File: config.mk
export PLATFORM = sky130hd
export DESIGN_NAME = instruction_cache_flat
export DESIGN_NICKNAME = d
export VERILOG_FILES = /design/src/rtl/instruction_cache_if.sv /design/src/rtl/instruction_cache.sv /design/src/flat_wrapper.sv
export SDC_FILE = /design/constraint.sdc
export NUM_CORES = 2
export LEC_CHECK = 0
export CAP_MARGIN = 20
export CELL_PAD_IN_SITES_DETAIL_PLACEMENT = 0
export CELL_PAD_IN_SITES_GLOBAL_PLACEMENT = 1
export CORE_MARGIN = 2
export CORE_UTILIZATION = 50
export CTS_CLUSTER_DIAMETER = 150
export DETAILED_ROUTE_END_ITERATION = 8
export PLACE_DENSITY_LB_ADDON = 0.1
export SLEW_MARGIN = 20
export SYNTH_ARGS = -nofsm -noshare
export SYNTH_HDL_FRONTEND = slang
export SYNTH_SLANG_ARGS = --single-unit
File: constraint.sdc
create_clock -name clk -period 7.9 [get_ports clk]
set_clock_uncertainty 0.15 [all_clocks]
set_input_delay 0.79 -clock clk [delete_from_list [all_inputs] [get_ports clk]]
set_output_delay 0.79 -clock clk [all_outputs]
set_load 0.01 [all_outputs]
File: src/rtl/instruction_cache_if.sv
`default_nettype none
// ============================================================================
//  Module      : instruction_cache_if
//  Description : Bundles the fetcher-side read port and the memory-side
//                request/response port of the instruction cache.
//                slave  = cache view, master = fetcher/memory view.
//  Revision    : 1.0 - initial release
// ============================================================================
interface instruction_cache_if #(
    parameter int ADDR_WIDTH = 17,
    parameter int INST_WIDTH = 32
);
    // Fetcher side
    logic [ADDR_WIDTH-1:0] inst_fetch_addr;
    logic                  inst_fetch_done;
    logic [INST_WIDTH-1:0] inst_fetch_data;

    // Memory controller side
    logic                  mem_req_valid;
    logic [ADDR_WIDTH-1:0] mem_req_addr;
    logic                  mem_req_ready;
    logic                  mem_resp_valid;
    logic [INST_WIDTH-1:0] mem_resp_data;

    modport slave (
        input  inst_fetch_addr,
        output inst_fetch_done,
        output inst_fetch_data,
        output mem_req_valid,
        output mem_req_addr,
        input  mem_req_ready,
        input  mem_resp_valid,
        input  mem_resp_data
    );

    modport master (
        output inst_fetch_addr,
        input  inst_fetch_done,
        input  inst_fetch_data,
        input  mem_req_valid,
        input  mem_req_addr,
        output mem_req_ready,
        output mem_resp_valid,
        output mem_resp_data
    );
endinterface
`default_nettype wire

File: src/rtl/instruction_cache.sv
`default_nettype none
// ============================================================================
//  Module      : instruction_cache
//  Description : Direct-mapped, read-only instruction cache. Hits answer one
//                cycle after lookup; misses fill a whole line from memory one
//                word at a time with a single outstanding request.
//  Revision    : 1.0 - initial release
// ============================================================================
module instruction_cache #(
    parameter int ADDR_WIDTH   = 17,
    parameter int INST_WIDTH   = 32,
    parameter int INDEX_WIDTH  = 4,
    parameter int OFFSET_WIDTH = 2
) (
    input  wire logic          clk,
    input  wire logic          rst,
    input  wire logic          rdy,
    instruction_cache_if.slave bus
);

    localparam int LINES     = 1 << INDEX_WIDTH;
    localparam int WORDS     = 1 << OFFSET_WIDTH;
    localparam int INDEX_LSB = OFFSET_WIDTH + 2;
    localparam int TAG_LSB   = INDEX_LSB + INDEX_WIDTH;
    localparam int TAG_WIDTH = ADDR_WIDTH - TAG_LSB;
    localparam int LINE_W    = ADDR_WIDTH - INDEX_LSB;

    localparam logic [OFFSET_WIDTH-1:0] LAST_WORD = '1;
    localparam logic [OFFSET_WIDTH-1:0] ONE_WORD  = 1;

    typedef enum logic [1:0] {
        ST_LOOKUP = 2'd0,
        ST_HOLD   = 2'd1,
        ST_REQ    = 2'd2,
        ST_WAIT   = 2'd3
    } state_t;

    // ------------------------------------------------------------------------
    // State
    // ------------------------------------------------------------------------
    state_t                   state_q,      state_d;
    logic [OFFSET_WIDTH-1:0]  counter_q,    counter_d;
    logic [LINE_W-1:0]        line_addr_q,  line_addr_d;   // {tag, index} of line being filled
    logic                     done_q,       done_d;
    logic [INST_WIDTH-1:0]    fetch_data_q, fetch_data_d;
    logic                     req_valid_q,  req_valid_d;
    logic [ADDR_WIDTH-1:0]    req_addr_q,   req_addr_d;

    logic [LINES-1:0]         valid_q;
    logic [TAG_WIDTH-1:0]     tag_q  [LINES];
    logic [INST_WIDTH-1:0]    line_q [LINES][WORDS];

    // ------------------------------------------------------------------------
    // Address decode of the standing fetch request
    // ------------------------------------------------------------------------
    logic [OFFSET_WIDTH-1:0]  lk_word;
    logic [INDEX_WIDTH-1:0]   lk_index;
    logic [TAG_WIDTH-1:0]     lk_tag;
    logic                     lk_hit;
    logic [INST_WIDTH-1:0]    lk_data;
    logic                     unused_byte_bits;

    assign lk_word          = bus.inst_fetch_addr[INDEX_LSB-1:2];
    assign lk_index         = bus.inst_fetch_addr[TAG_LSB-1:INDEX_LSB];
    assign lk_tag           = bus.inst_fetch_addr[ADDR_WIDTH-1:TAG_LSB];
    assign lk_hit           = valid_q[lk_index] && (tag_q[lk_index] == lk_tag);
    assign lk_data          = line_q[lk_index][lk_word];
    assign unused_byte_bits = ^bus.inst_fetch_addr[1:0];

    // ------------------------------------------------------------------------
    // Fill-side decode of the latched line
    // ------------------------------------------------------------------------
    logic [INDEX_WIDTH-1:0]   fill_index;
    logic [TAG_WIDTH-1:0]     fill_tag;
    logic [OFFSET_WIDTH-1:0]  counter_inc;
    logic                     fill_we;
    logic                     fill_last;

    assign fill_index  = line_addr_q[INDEX_WIDTH-1:0];
    assign fill_tag    = line_addr_q[LINE_W-1:INDEX_WIDTH];
    assign counter_inc = counter_q + ONE_WORD;

    // Next-state and output logic; everything holds while rdy is low
    always_comb begin
        state_d      = state_q;
        counter_d    = counter_q;
        line_addr_d  = line_addr_q;
        done_d       = done_q;
        fetch_data_d = fetch_data_q;
        req_valid_d  = req_valid_q;
        req_addr_d   = req_addr_q;
        fill_we      = 1'b0;
        fill_last    = 1'b0;

        if (rdy) begin
            case (state_q)
                ST_LOOKUP: begin
                    if (lk_hit) begin
                        done_d       = 1'b1;
                        fetch_data_d = lk_data;
                        state_d      = ST_HOLD;
                    end else begin
                        done_d      = 1'b0;
                        line_addr_d = bus.inst_fetch_addr[ADDR_WIDTH-1:INDEX_LSB];
                        counter_d   = '0;
                        req_valid_d = 1'b1;
                        req_addr_d  = {bus.inst_fetch_addr[ADDR_WIDTH-1:INDEX_LSB],
                                       {OFFSET_WIDTH{1'b0}}, 2'b00};
                        state_d     = ST_REQ;
                    end
                end
                // Forces a done=0 cycle between consecutive pulses
                ST_HOLD: begin
                    done_d  = 1'b0;
                    state_d = ST_LOOKUP;
                end
                ST_REQ: begin
                    if (bus.mem_req_ready) begin
                        req_valid_d = 1'b0;
                        state_d     = ST_WAIT;
                    end
                end
                ST_WAIT: begin
                    if (bus.mem_resp_valid) begin
                        fill_we = 1'b1;
                        if (counter_q == LAST_WORD) begin
                            fill_last = 1'b1;
                            state_d   = ST_LOOKUP;
                        end else begin
                            counter_d   = counter_inc;
                            req_valid_d = 1'b1;
                            req_addr_d  = {line_addr_q, counter_inc, 2'b00};
                            state_d     = ST_REQ;
                        end
                    end
                end
                default: begin
                    state_d = ST_LOOKUP;
                end
            endcase
        end
    end

    // Control and output registers
    always_ff @(posedge clk) begin
        if (rst) begin
            state_q      <= ST_LOOKUP;
            counter_q    <= '0;
            line_addr_q  <= '0;
            done_q       <= 1'b0;
            fetch_data_q <= '0;
            req_valid_q  <= 1'b0;
            req_addr_q   <= '0;
        end else begin
            state_q      <= state_d;
            counter_q    <= counter_d;
            line_addr_q  <= line_addr_d;
            done_q       <= done_d;
            fetch_data_q <= fetch_data_d;
            req_valid_q  <= req_valid_d;
            req_addr_q   <= req_addr_d;
        end
    end

    // Valid bits: cleared on reset, set when the last word of a line lands
    always_ff @(posedge clk) begin
        if (rst) begin
            valid_q <= '0;
        end else if (fill_we && fill_last) begin
            valid_q[fill_index] <= 1'b1;
        end
    end

    // Data and tag storage, not reset; validity is tracked separately
    always_ff @(posedge clk) begin
        if (!rst && fill_we) begin
            line_q[fill_index][counter_q] <= bus.mem_resp_data;
            if (fill_last) begin
                tag_q[fill_index] <= fill_tag;
            end
        end
    end

    assign bus.inst_fetch_done = done_q;
    assign bus.inst_fetch_data = fetch_data_q;
    assign bus.mem_req_valid   = req_valid_q;
    assign bus.mem_req_addr    = req_addr_q;

endmodule
`default_nettype wire

File: src/flat_wrapper.sv
// flat-port wrapper written by rule: the top's interface ports become plain ports
module instruction_cache_flat 
#(
    parameter int ADDR_WIDTH   = 17,
    parameter int INST_WIDTH   = 32,
    parameter int INDEX_WIDTH  = 4,
    parameter int OFFSET_WIDTH = 2
)
  (clk, rst, rdy, bus_inst_fetch_addr, bus_inst_fetch_done, bus_inst_fetch_data, bus_mem_req_valid, bus_mem_req_addr, bus_mem_req_ready, bus_mem_resp_valid, bus_mem_resp_data);
  instruction_cache_if #(.ADDR_WIDTH(ADDR_WIDTH), .INST_WIDTH(INST_WIDTH)) bus_i ();
  input  wire logic clk;
  input  wire logic rst;
  input  wire logic rdy;
  input wire logic [$bits(bus_i.inst_fetch_addr)-1:0] bus_inst_fetch_addr;
  output wire logic [$bits(bus_i.inst_fetch_done)-1:0] bus_inst_fetch_done;
  output wire logic [$bits(bus_i.inst_fetch_data)-1:0] bus_inst_fetch_data;
  output wire logic [$bits(bus_i.mem_req_valid)-1:0] bus_mem_req_valid;
  output wire logic [$bits(bus_i.mem_req_addr)-1:0] bus_mem_req_addr;
  input wire logic [$bits(bus_i.mem_req_ready)-1:0] bus_mem_req_ready;
  input wire logic [$bits(bus_i.mem_resp_valid)-1:0] bus_mem_resp_valid;
  input wire logic [$bits(bus_i.mem_resp_data)-1:0] bus_mem_resp_data;
  assign bus_i.inst_fetch_addr = bus_inst_fetch_addr;
  assign bus_inst_fetch_done = bus_i.inst_fetch_done;
  assign bus_inst_fetch_data = bus_i.inst_fetch_data;
  assign bus_mem_req_valid = bus_i.mem_req_valid;
  assign bus_mem_req_addr = bus_i.mem_req_addr;
  assign bus_i.mem_req_ready = bus_mem_req_ready;
  assign bus_i.mem_resp_valid = bus_mem_resp_valid;
  assign bus_i.mem_resp_data = bus_mem_resp_data;
  instruction_cache #(.ADDR_WIDTH(ADDR_WIDTH), .INST_WIDTH(INST_WIDTH), .INDEX_WIDTH(INDEX_WIDTH), .OFFSET_WIDTH(OFFSET_WIDTH)) u_core (.clk(clk), .rst(rst), .rdy(rdy), .bus(bus_i));
endmodule
# After elaboration in Yosys (flattened, before gate mapping)
# Memory sizes are Yosys's and may differ from the RTL's.
# Index checks and enable logic that the tools add are counted.
# totals
reg_bits	84
latchBits	0
ram_bits	2192
mem_bits_ro	0
in_bits	54
out_inout_bits	51
elab_cells	87
memories	2
# classes
add_sub_neg	1
mul	0
div	0
n_lt_le_gt_ge	6
n_eq_ne	9
shifts	0
muxes	41
bitwise_logic	4
reduce_logical	16
# mem_list
name	words	word_bits	rd	rd_ports_with_merged_regs	wr	line	source
u_core.line_q	16	128	1	0	1	instruction_cache.sv:51	logic [INST_WIDTH-1:0] line_q [LINES][WORDS];
u_core.tag_q	16	9	1	0	1	instruction_cache.sv:50	logic [TAG_WIDTH-1:0] tag_q [LINES];
# op_table
op	n
$mux 128	1
$mux 32	3
$bmux 32 s2	1
$demux 32 s2	1
$mux 17	3
$pmux 17 s2	1
$mux 1	18
$or 16x16->16	1
$mux 2	7
$lt 4x5->1 const B	2
$eq 9x9->1	1
$reduce_and 3->1	3
$ne 2x2->1 const B	4
$pmux 2 s4	1
$eq 2x2->1 const B	3
$ge 3x3->1 const B	2
$not 2->3	2
$reduce_and 6->1	1
$logic_and 1x1->1	5
$reduce_and 5->1	1
$bmux 1 s4	1
$demux 1 s4	1
$ge 4x1->1 const B	1
$pmux 2 s2	1
11 further kinds	12

# Longest topological paths before layout
# depth
ltp_word	8
depth_mapped	14
mapped_depth_nobuf	8

# Least setup slack after synthesis
# OpenSTA, ideal clock, no wires.
# synth_timing
path_type	input-to-reg
startpoint	in rst
endpoint	mem u_core.line_q[0][0] in the netlist's numbering (enable)
setup_ps	421
arrival_ps	3094
required_time_ps	7329
slack_ps	4235
stages	6
path_cell_list	clkbuf_1 -> nor2_1 -> nand2_1 -> clkbuf_1 -> buf_1 -> nor2_1
# synth_between
elab_chain_cells	4
# synth_lines
item	line	source
from (decl)	flat_wrapper.sv:12	input wire logic rst;
$logic_not 1->1	instruction_cache.sv:176	if (!rst && fill_we) begin
$logic_and 1x1->1	instruction_cache.sv:176	
$mux 1	instruction_cache.sv:176	
$mux 128 (not written as such)	instruction_cache.sv:177	line_q[fill_index][counter_q] <= bus.mem_resp_data;
to (decl)	instruction_cache.sv:51	
# No other way between the ends.

# Worst setup path after layout
# layout_timing
startpoint	in bus_inst_fetch_addr[5]
endpoint	reg u_core.fetch_data_q[8] (netlist: u_core.bus.inst_fetch_data[8])
# layout_between
elab_chain_cells	4
elab_cells_between_ends	10
# layout_lines
item	line	source
from (decl)	flat_wrapper.sv:14	input wire logic [$bits(bus_i.inst_fetch_addr)-1:0] bus_inst_fetch_addr;
$mem_v2 16x9, or another cell as far along	-	
$eq 9x9->1, or another cell as far along	instruction_cache.sv:66	assign lk_hit = valid_q[lk_index] && (tag_q[lk_index] == lk_tag);
$logic_and 1x1->1 / $mux 32 (equally long branches)	instruction_cache.sv:66, instruction_cache.sv:67	
$reduce_and 3->1 (no source line) / $mux 32 (equally long branches)	-	
to (signal assigned)	instruction_cache.sv:159	fetch_data_q <= fetch_data_d;
to (decl)	instruction_cache.sv:45	logic [INST_WIDTH-1:0] fetch_data_q, fetch_data_d;
# Parallel ways exist; a longest one is shown, timed or not. The select of a mux whose other input is x is not followed.
# A chain may end at the register's enable or synchronous reset.

==> flow_metrics.tcl <==
set metrics [dict create \
    floorplan.io_pins 105 \
    die_w_microns 420 \
    clkSinkCount 2272 \
    clock_tree.root_cell "clkbuf_16" \
    numPortBuffers 100 \
    regToRegStartpoint "u_core.tag_q[6][6]" \
    synthesis.instances 3554 \
    met1_usage 0.360 \
    worstSetupStartpointType "input pin" \
    post_dp_cell_area_sq_mm 0.0908 \
    timing.fmax_ghz 0.242 \
    grt.met2_usage 0.419 \
    clk_transition_reported_paths_ps 60 \
    clock_path_buffers 3 \
    area_growth_syn_to_layout_pct 12.7 \
    dr.first_iter.drc_count 4835 \
    tritoncts "done" \
    maximum_number_of_pins_on_one_net_before_global_route_repair 161 \
    switching_share 0.204 \
    r2r_end "u_core.bus.inst_fetch_data[11]" \
    critical_path.endpoint "u_core.bus.inst_fetch_data[8]" \
    timing.critical_path.fanout_max 122 \
    tritoncts.num_buffers 220 \
    primary_ff_master_synth "edfxtp_1" \
    synth_enable_flop_cells 2192 \
    final-seq-area_sq_mm 0.0674 \
    core_sq_mm 0.172 \
    power.net_switching_mw 4.96 \
    netlist-cell-type-count 42 \
    ff2ff_path_depth 9 \
    core_occupancy_in_the_finished_layout 0.569 \
    post-synth-top-area-fraction 0.759 \
    grt_use_met3 0.0414 \
    grt_pass1_vias 40600 \
    critPathArrivalTime_ps 4680 \
    crit_start "bus_inst_fetch_addr[5]" \
    row_count 152 \
    number_of_remaining_drc_errors 0 \
    netlist_top_cells_area "edfxtp_1, mux4_2, dfxtp_1" \
    num-fill-cells 12400 \
    layout-drive-gt1-share 0.309 \
    max_slew_margin 0.172 \
    clock_power_share 0.412 \
    grt_first_pass_wirelength_mm 309 \
    multi_input_comb_area_sq_mm 0.0188 \
    synth_most_common_cell "edfxtp_1" \
    worst_slew_pin_slew_ps 1240 \
    cts_post_setup_buffers_inserted 0 \
    grt_overflow 0 \
    worstPathRequired_ps 8450 \
    slew_viol_final 0 \
    cts_hold_buffers 0 \
    routedWlPerCell_microns 35.3 \
    antenna_found_initial 14 \
    fin_nets 3841 \
    fp.dieArea_sq_mm 0.177 \
    critical_path_class "input pin to flip-flop" \
    cts_max_level 4 \
    post-dp-hpwl_mm 113 \
    async_flop_share 0 \
    crit_path_end_kind "flip-flop" \
    cts_repair_resize_count 0 \
    seq_power_share 0.546 \
    period_share 0.523 \
    final.min_clock_period_ps 4130 \
    internal_power_mw 19.3 \
    p_leak_nw 30.6 \
    synth.avg_cell_area_sq_um 24.4 \
    drt.antenna.violating_nets 0 \
    setup_viol 0 \
    fp.dieH_microns 420 \
    grt_most_used_layer "met2" \
    worstHoldPathType "input pin to flip-flop" \
    synth.ff_latch_count 2272 \
    finalInstanceArea_sq_mm 0.0977 \
    track_usage 0.255 \
    r2r_slack_ps 4450 \
    clock_latency_of_the_later_clocked_register_in_the_worst_skew_pair_ps 850 \
    finalWeightedCongestion 0.802 \
    postRouteWirelength_mm 222 \
    mappedNetlistArea_sq_mm 0.0867 \
    run_status "completed" \
    ir_drop_v 0.000281 \
    holdCritStartpoint "bus_mem_resp_data[15]" \
    finalSetupTns_ps 0 \
    number_of_warning_messages_in_the_yosys_log 0 \
    max_cap_violations 0 \
    power.density_mw_per_mm2 248 \
    initial_core_util 0.504 \
    routed_via_count_divided_by_cell_count 6.34 \
    synthDominantAreaCellType "edfxtp_1" \
    unrepaired_setup_endpoints_after_global_routing "false" \
    first_pass_iters 5 \
    synth_commonest_cells "edfxtp_1, mux4_2, nor2_1, buf_2, mux2i_1" \
    hold_viol 0 \
    synth-seq-area-share 0.778 \
    holdWs_ps 211 \
    comb_power_share 0.042 \
    num_vias 39800 \
]
[layout make-up]
| class | instances | share of cell area |
|---|---|---|
| Antenna cell | 1 | 0.0000256 |
| Clock buffer | 297 | 0.0616 |
| Clock inverter | 111 | 0.00821 |
| Inverter | 6 | 0.000230 |
| Multi-Input combinational cell | 1076 | 0.192 |
| Sequential cell | 2272 | 0.690 |
| Tap cell | 2310 | 0.0296 |
| Timing Repair Buffer | 207 | 0.0183 |
[registers in the layout (all words and copies together), names as in the netlist]
name                        count
u_core.bus.inst_fetch_done      1
u_core.counter_q                1
u_core.line_q                2048
u_core.bus.inst_fetch_data     32
u_core.line_addr_q             13
u_core.tag_q                  144
u_core.state_q                  2
u_core.valid_q                 16
u_core.bus.mem_req_addr        14
u_core.bus.mem_req_valid        1
[worst min-delay path by stage]
stage,to,cells after the start
final,u_core.line_q[14][47],1
after global routing,u_core.line_q[2][2],1
after CTS,u_core.valid_q[9],1
after detailed placement,u_core.valid_q[9],1
after global placement,u_core.valid_q[0],1
after floorplan,u_core.valid_q[0],1
[routing by layer]
layer,share of wire,up-vias
met2,0.50,1644
met5,0.000059,-
met1,0.40,22100
met4,0.023,2
met3,0.070,321
li1,-,15800
[critical path, stage by stage]
cell	delay, ps
buf_8	380
buf_12	580
buf_4	850
mux4_2	440
mux4_2	550
mux4_2	500
mux2i_1	140
nor2_1	50
[power groups by stage]
stage	Clock [mW]	Combinational, mW	Sequential, mW
after floorplan	0	0.637	13.5
after global placement	0	1.00	13.5
after detailed placement	0	1.04	13.5
after CTS	10.2	1.04	13.2
after global routing	10.6	1.10	13.2
final	9.99	1.03	13.2
[cell usage in the layout, fill, tap and decap left out, types with 6 or more instances in the layout]
| cell | instances |
|---|---|
| a21o_1 | 16 |
| a21oi_1 | 6 |
| buf_12 | 9 |
| buf_2 | 21 |
| buf_4 | 112 |
| bufinv_16 | 10 |
| clkbuf_1 | 62 |
| clkbuf_16 | 227 |
| clkbuf_8 | 8 |
| clkdlybuf4s50_1 | 61 |
| clkinv_1 | 47 |
| clkinv_2 | 45 |
| dfxtp_1 | 80 |
| edfxtp_1 | 2192 |
| inv_1 | 6 |
| mux2i_1 | 86 |
| mux4_2 | 707 |
| nand2_1 | 21 |
| nand3_1 | 13 |
| nor2_1 | 72 |
| nor2_4 | 64 |
| nor2b_1 | 9 |
| o21ai_1 | 13 |
| o311a_1 | 13 |
| xor2_1 | 9 |
[cell families after synthesis]
logic type,synth area share
flops,0.778
xor+xnor,0.00121
other cells,0.0000432
fa+ha+maj,0.000577
buf+inv,0.0117
simple gates,0.00932
mux,0.194
compound gates,0.00556
[through the flow]
stage | std cells | power, mW | worst slack [ps]
floorplan | 3555 | 14.1 | 4230
global placement | 5869 | 14.5 | 2930
detailed placement | 5869 | 14.5 | 2930
CTS | 6277 | 24.4 | 3840
global route | 6279 | 24.9 | 3520
finish | 6280 | 24.3 | 3770
Note: power is estimated with default switching activity, not from simulation.
